==> src/rtl/commit_progress_monitor_if.sv <==
// Commit-lane inputs and progress-report handshake of commit_progress_monitor.
// report_window is present only when COMMIT_MONITOR_WINDOW_EN is defined.
interface commit_progress_monitor_if #(
  parameter int COMMIT_WIDTH = 6,
  parameter int CNT_WIDTH    = 64
);
  logic [COMMIT_WIDTH-1:0] commit_valid;
  logic                    commit_is_walk;
  logic                    clear;
  logic                    stuck;
  logic                    stuck_pulse;
  logic                    report_valid;
  logic                    report_ready;
  logic [CNT_WIDTH-1:0]    report_cycles;
  logic [CNT_WIDTH-1:0]    report_instrs;
  logic                    report_overrun;
`ifdef COMMIT_MONITOR_WINDOW_EN
  logic [CNT_WIDTH-1:0]    report_window;
`endif

  modport master (
    input  commit_valid, commit_is_walk, clear, report_ready,
    output stuck, stuck_pulse, report_valid, report_cycles, report_instrs, report_overrun
`ifdef COMMIT_MONITOR_WINDOW_EN
    , output report_window
`endif
  );

  modport slave (
    output commit_valid, commit_is_walk, clear, report_ready,
    input  stuck, stuck_pulse, report_valid, report_cycles, report_instrs, report_overrun
`ifdef COMMIT_MONITOR_WINDOW_EN
    , input report_window
`endif
  );
endinterface

==> src/rtl/commit_progress_monitor.sv <==
// Retire-stage progress monitor: cycle/instr counters, stall FSM, periodic reports on valid/ready.
// Reports are overwritten (with sticky overrun) if not accepted in time; COMMIT_MONITOR_WINDOW_EN adds report_window.
module commit_progress_monitor #(
  parameter int COMMIT_WIDTH    = 6,
  parameter int CNT_WIDTH       = 64,
  parameter int STUCK_LIMIT     = 5000,
  parameter int REPORT_INTERVAL = 10000
) (
  input logic                       clock,
  input logic                       reset,
  commit_progress_monitor_if.master mon
);
  localparam int TW = $clog2(STUCK_LIMIT + 2);
  localparam int IW = $clog2(REPORT_INTERVAL);
  localparam int PW = $clog2(COMMIT_WIDTH + 1);
  localparam logic [TW-1:0] LIMIT     = TW'(STUCK_LIMIT);
  localparam logic [TW-1:0] LIMIT_SAT = TW'(STUCK_LIMIT + 1);
  localparam logic [IW-1:0] INTV_LOAD = IW'(REPORT_INTERVAL - 1);

  typedef enum logic [1:0] {IDLE, RUN, STUCK} state_t;

  state_t               state, state_nxt;
  logic [TW-1:0]        stuck_timer, stuck_timer_nxt;
  logic                 pulse_nxt, stuck_pulse_q;
  logic [CNT_WIDTH-1:0] cycle_cnt, instr_cnt;
  logic [IW-1:0]        intv;
  logic [PW-1:0]        lanes;
  logic                 has_commit, capture, xfer;
  logic                 rpt_valid, rpt_overrun;
  logic [CNT_WIDTH-1:0] rpt_cycles, rpt_instrs;

  assign has_commit = !mon.commit_is_walk && mon.commit_valid[0];
  assign capture    = (intv == '0);
  assign xfer       = rpt_valid && mon.report_ready;

  // Lanes count individually; gaps in commit_valid are legal.
  always_comb begin
    lanes = '0;
    for (int i = 0; i < COMMIT_WIDTH; i++) lanes = lanes + PW'(mon.commit_valid[i]);
  end

  always_comb begin
    state_nxt       = state;
    stuck_timer_nxt = stuck_timer;
    case (state)
      IDLE: begin
        stuck_timer_nxt = '0;
        if (has_commit) state_nxt = RUN;
      end
      RUN: begin
        if (has_commit) begin
          stuck_timer_nxt = '0;
        end else begin
          if (stuck_timer != LIMIT_SAT) stuck_timer_nxt = stuck_timer + 1'b1;
          if (stuck_timer == LIMIT) state_nxt = STUCK;
        end
      end
      STUCK: begin
        if (mon.clear) begin
          state_nxt       = RUN;
          stuck_timer_nxt = '0;
        end
      end
      default: state_nxt = IDLE;
    endcase
    pulse_nxt = (state_nxt == STUCK) && (state != STUCK);
  end

  always_ff @(posedge clock or negedge reset) begin
    if (!reset) begin
      state         <= IDLE;
      stuck_timer   <= '0;
      stuck_pulse_q <= 1'b0;
    end else begin
      state         <= state_nxt;
      stuck_timer   <= stuck_timer_nxt;
      stuck_pulse_q <= pulse_nxt;
    end
  end

  // Capture takes the value cycle_cnt will hold after this edge, but the pre-update instr_cnt.
  always_ff @(posedge clock or negedge reset) begin
    if (!reset) begin
      cycle_cnt   <= '0;
      instr_cnt   <= '0;
      intv        <= INTV_LOAD;
      rpt_valid   <= 1'b0;
      rpt_overrun <= 1'b0;
      rpt_cycles  <= '0;
      rpt_instrs  <= '0;
    end else begin
      cycle_cnt <= cycle_cnt + 1'b1;
      if (!mon.commit_is_walk) instr_cnt <= instr_cnt + CNT_WIDTH'(lanes);
      intv <= capture ? INTV_LOAD : intv - 1'b1;
      if (capture) begin
        rpt_valid  <= 1'b1;
        rpt_cycles <= cycle_cnt + 1'b1;
        rpt_instrs <= instr_cnt;
      end else if (xfer) begin
        rpt_valid <= 1'b0;
      end
      if (mon.clear) rpt_overrun <= 1'b0;
      if (capture && rpt_valid && !mon.report_ready) rpt_overrun <= 1'b1;
    end
  end

`ifdef COMMIT_MONITOR_WINDOW_EN
  logic [CNT_WIDTH-1:0] last_cap_instrs, rpt_window;

  always_ff @(posedge clock or negedge reset) begin
    if (!reset) begin
      last_cap_instrs <= '0;
      rpt_window      <= '0;
    end else if (capture) begin
      rpt_window      <= instr_cnt - last_cap_instrs;
      last_cap_instrs <= instr_cnt;
    end
  end

  assign mon.report_window = rpt_window;
`endif

  assign mon.stuck          = (state == STUCK);
  assign mon.stuck_pulse    = stuck_pulse_q;
  assign mon.report_valid   = rpt_valid;
  assign mon.report_cycles  = rpt_cycles;
  assign mon.report_instrs  = rpt_instrs;
  assign mon.report_overrun = rpt_overrun;
endmodule

==> src/flat_wrapper.sv <==
// flat-port wrapper written by rule: the top's interface ports become plain ports
module commit_progress_monitor_flat 
#(
  parameter int COMMIT_WIDTH    = 6,
  parameter int CNT_WIDTH       = 64,
  parameter int STUCK_LIMIT     = 5000,
  parameter int REPORT_INTERVAL = 10000
)
  (clock, reset, mon_commit_valid, mon_commit_is_walk, mon_clear, mon_report_ready, mon_stuck, mon_stuck_pulse, mon_report_valid, mon_report_cycles, mon_report_instrs, mon_report_overrun);
  commit_progress_monitor_if #(.COMMIT_WIDTH(COMMIT_WIDTH), .CNT_WIDTH(CNT_WIDTH)) mon_i ();
  input logic clock;
  input logic reset;
  input wire logic [$bits(mon_i.commit_valid)-1:0] mon_commit_valid;
  input wire logic [$bits(mon_i.commit_is_walk)-1:0] mon_commit_is_walk;
  input wire logic [$bits(mon_i.clear)-1:0] mon_clear;
  input wire logic [$bits(mon_i.report_ready)-1:0] mon_report_ready;
  output wire logic [$bits(mon_i.stuck)-1:0] mon_stuck;
  output wire logic [$bits(mon_i.stuck_pulse)-1:0] mon_stuck_pulse;
  output wire logic [$bits(mon_i.report_valid)-1:0] mon_report_valid;
  output wire logic [$bits(mon_i.report_cycles)-1:0] mon_report_cycles;
  output wire logic [$bits(mon_i.report_instrs)-1:0] mon_report_instrs;
  output wire logic [$bits(mon_i.report_overrun)-1:0] mon_report_overrun;
  assign mon_i.commit_valid = mon_commit_valid;
  assign mon_i.commit_is_walk = mon_commit_is_walk;
  assign mon_i.clear = mon_clear;
  assign mon_i.report_ready = mon_report_ready;
  assign mon_stuck = mon_i.stuck;
  assign mon_stuck_pulse = mon_i.stuck_pulse;
  assign mon_report_valid = mon_i.report_valid;
  assign mon_report_cycles = mon_i.report_cycles;
  assign mon_report_instrs = mon_i.report_instrs;
  assign mon_report_overrun = mon_i.report_overrun;
  commit_progress_monitor #(.COMMIT_WIDTH(COMMIT_WIDTH), .CNT_WIDTH(CNT_WIDTH), .STUCK_LIMIT(STUCK_LIMIT), .REPORT_INTERVAL(REPORT_INTERVAL)) u_core (.clock(clock), .reset(reset), .mon(mon_i));
endmodule
==> config.mk <==
export PLATFORM = sky130hd
export DESIGN_NAME = commit_progress_monitor_flat
export DESIGN_NICKNAME = d
export VERILOG_FILES = /design/src/rtl/commit_progress_monitor_if.sv /design/src/rtl/commit_progress_monitor.sv /design/src/flat_wrapper.sv
export SDC_FILE = /design/constraint.sdc
export NUM_CORES = 1
export LEC_CHECK = 0
export ABC_AREA = 1
export CORE_MARGIN = 3
export CORE_UTILIZATION = 35
export CTS_CLUSTER_SIZE = 12
export DETAILED_ROUTE_END_ITERATION = 8
export SETUP_SLACK_MARGIN = 0.2
export SYNTH_ARGS = -nofsm -noshare
export SYNTH_HDL_FRONTEND = slang
export SYNTH_SLANG_ARGS = --single-unit
==> constraint.sdc <==
create_clock -name clock -period 2 [get_ports clock]
set_clock_uncertainty 0.05 [all_clocks]
set_input_delay 0.3 -clock clock [delete_from_list [all_inputs] [get_ports clock]]
set_output_delay 0.3 -clock clock [all_outputs]
set_load 0.005 [all_outputs]
==> flow_summary.json <==
{
  "start_util_pct": 35.7,
  "synth.most_common_cell": "nand2_1",
  "drc": 0,
  "syn_to_final_growth_pct": 49.3,
  "relSlewSlack_pct": 63.9,
  "pre_cts_ws_ns": -2.10,
  "synth_area_leader_cell": "dfrtp_1",
  "violations": "negative setup slack",
  "combPwrFrac_pct": 11.9,
  "outcome": "complete, but fails checks",
  "fmaxAchievable_mhz": 327,
  "grt_pass1_vias": 13700,
  "arrival_ns": 3.43,
  "rows": 73,
  "clockRootBuffer": "clkbuf_16",
  "synth_area_leaders": "dfrtp_1 49%, nand2_1 18%, nor2_1 6.6%",
  "clock_power_share_pct": 45.0,
  "path_class": "in -> reg",
  "p_seq_share_pct": 43.2,
  "finalWorstSetupSlack_ns": -1.06,
  "ys_ff_latch": 288,
  "ios": 143,
  "hpwl_um": 33800,
  "ir_drop_v": 0.000423,
  "path_clk_slew_ns": 0.07,
  "dieArea_sq_mm": 0.0434,
  "cp_max_fo": 4,
  "startpoint_type": "input port",
  "internal_power_w": 0.0106,
  "grt.overflow.total": 0,
  "wirelength_um": 49700,
  "viasPerCell": 4.85,
  "stdcell_area_sq_mm": 0.0214,
  "ys.flop_type": "dfrtp_1",
  "p_total_w": 0.0143,
  "coreArea_sq_mm": 0.0401,
  "rsz0062_at_grt": "yes",
  "diodes": 0,
  "synth_edf_count": 0,
  "switching_share_pct": 26.1,
  "final_cells": 2726,
  "avgSynthCellArea_sq_um": 7.81,
  "wl_per_cell_um": 18.2,
  "period_needed_ns": 3.06,
  "port_buffers": 142,
  "p_per_area_mw_per_mm2": 668,
  "synth_cells": 1834,
  "cap_violations": 0,
  "synthArstFlopShare_pct": 100,
  "grt_max_degree": 68,
  "cts_tree": "yes",
  "cp-end-kind": "flip-flop",
  "finalHoldViolCount": 0,
  "layout.nets": 2201,
  "drive_gt1_share_pct": 28.2,
  "fillers": 3634,
  "grt_pass1_wl_um": 76200,
  "synth_commonest_cells": "686 x nand2_1, 280 x dfrtp_1, 251 x nor2_1",
  "via_count": 13200,
  "syn-num-nets": 1858,
  "power_switching_w": 0.00372,
  "drt_first_iter_violations": 735,
  "cts_sinks": 288,
  "dp.cells": 2549,
  "clock_latency_ns": 0.54,
  "reg2reg_from": "u_core.instr_cnt[0]",
  "dieHeight_um": 208,
  "routabilityCongestion": 0.942,
  "syn_area_sq_mm": 0.0143,
  "synth_top_area_share_pct": 48.9,
  "grt_usage_pct": 22.2,
  "grt_antenna_before_repair": 0,
  "die_w_um": 208,
  "ys_seq_area_share_pct": 50.4,
  "ant_nets": 0,
  "detailed_place.area_sq_mm": 0.0170,
  "fin_crit_sh_pct": 153,
  "setup_violations": 63,
  "crit_start": "mon_commit_valid[0]",
  "first_pass_iters": 5,
  "setup_tns_ns": -52.80,
  "cp.required_ns": 2.38,
  "ys_types": 40,
  "yosysWarnings": 0,
  "maxSlewViolCount": 0,
  "cts_made_buffers": 34,
  "clk_path_buf_depth": 3,
  "htree_levels": 2,
  "tightest_slew_ns": 0.539,
  "leakage_nw": 10.5,
  "min_path_type": "in -> async"
}
## placed cells by master (no fill, tap or decap), types with 23 or more instances in the layout
cell             count
dlygate4sd2_1       43
o21ai_0             31
clkdlybuf4s50_1     56
dfrtp_1            273
nor2_2              30
dlymetal6s2s_1      40
buf_16              28
inv_1              185
nor2_4              26
nor2_1             211
xor2_1              65
nand2_4             82
clkbuf_16           40
nand2_1            504
buf_6               23
o21ai_2             52
nand2_2            104
buf_4              120
nand3_1             58
nand4_1             31
## worst paths after layout
kind                       depth (start not counted)  slack, ns                           end
max                                               17      -1.06          u_core.instr_cnt[26]
min                                                2       0.23           u_core.cycle_cnt[9]
max reg2reg                                       13      -0.24          u_core.instr_cnt[26]
min reg2reg                                        2       0.43  u_core.mon.report_cycles[59]
max in group asynchronous                          3       0.90          u_core.cycle_cnt[20]
min in group clock                                 4       0.37     u_core.mon.report_overrun
## critical path: stages
cell and delay [ns]:
buf_8 0.10, ha_4 0.25, inv_2 0.03, fa_1 0.45, fa_2 0.35, fa_2 0.46
fa_2 0.37, inv_2 0.10, nand2_4 0.06, nand2_4 0.08, nand2_4 0.08, nor2_4 0.15
nand2_2 0.09, nor2_4 0.19, buf_4 0.15, nand3_1 0.07, xor2_1 0.15
## sequential cells by signal, indices dropped and copies added, names as in the netlist
signal / flops
u_core.mon.report_valid: 1
u_core.mon.report_overrun: 1
u_core.stuck_timer: 13
u_core.intv: 14
u_core.state: 2
u_core.cycle_cnt: 64
u_core.mon.report_cycles: 64
u_core.mon.report_instrs: 64
u_core.instr_cnt: 64
u_core.mon.stuck_pulse: 1
## what timing repair did
item                       4_1_cts  5_1_grt
hold endpoints to repair        40        0
hold buffers                     1        0
pin swaps                       99       61
buffers inserted                42       43
gates resized for setup        386      217
setup endpoints to repair      233      271
cloned                          26        5
## layer usage
layer  part of all wire (%)  track usage [%]  up-vias
met5                      0                0        -
met2                     51             39.3      320
met3                    3.7             2.94      118
li1                       -                -     6376
met1                     42             27.6     6407
met4                    3.9             8.51        0
## logic make-up (layout without fill, tap and decap cells)
| logic type | after synthesis | count (layout) | share of synthesized area [%] |
|---|---|---|---|
| compound gates | 116 | 116 | 4.47 |
| fa+ha+maj | 13 | 13 | 1.35 |
| buf+inv | 229 | 596 | 6.85 |
| flops | 288 | 288 | 50.4 |
| xor+xnor | 91 | 91 | 5.57 |
| simple gates | 1097 | 1097 | 31.4 |
## cell type report
| class | count | area, sq um | area share [%] |
|---|---|---|---|
| Timing Repair Buffer | 338 | 3930 | 18.4 |
| Multi-Input combinational cell | 1317 | 7670 | 35.9 |
| Sequential cell | 288 | 7230 | 33.8 |
| Clock inverter | 11 | 158 | 0.737 |
| Inverter | 198 | 751 | 3.51 |
| Clock buffer | 49 | 988 | 4.62 |
| Tap cell | 525 | 657 | 3.07 |
## power groups by stage
stage	sequential, W	combinational, W	clock (W)
floorplan	0.00621	0.000646	0
global placement	0.00624	0.00117	0
detailed placement	0.00625	0.00120	0
CTS	0.00615	0.00150	0.00652
global route	0.00618	0.00185	0.00679
finish	0.00616	0.00169	0.00642
## metrics by stage
step                hold slack, ns  util (%)
finish                       0.233      53.3
global route                 0.264      53.3
CTS                          0.238      50.2
detailed placement           0.203      42.4
global placement             0.197      42.4
floorplan                  -0.0456         -
(Power assumes the default switching activity.)
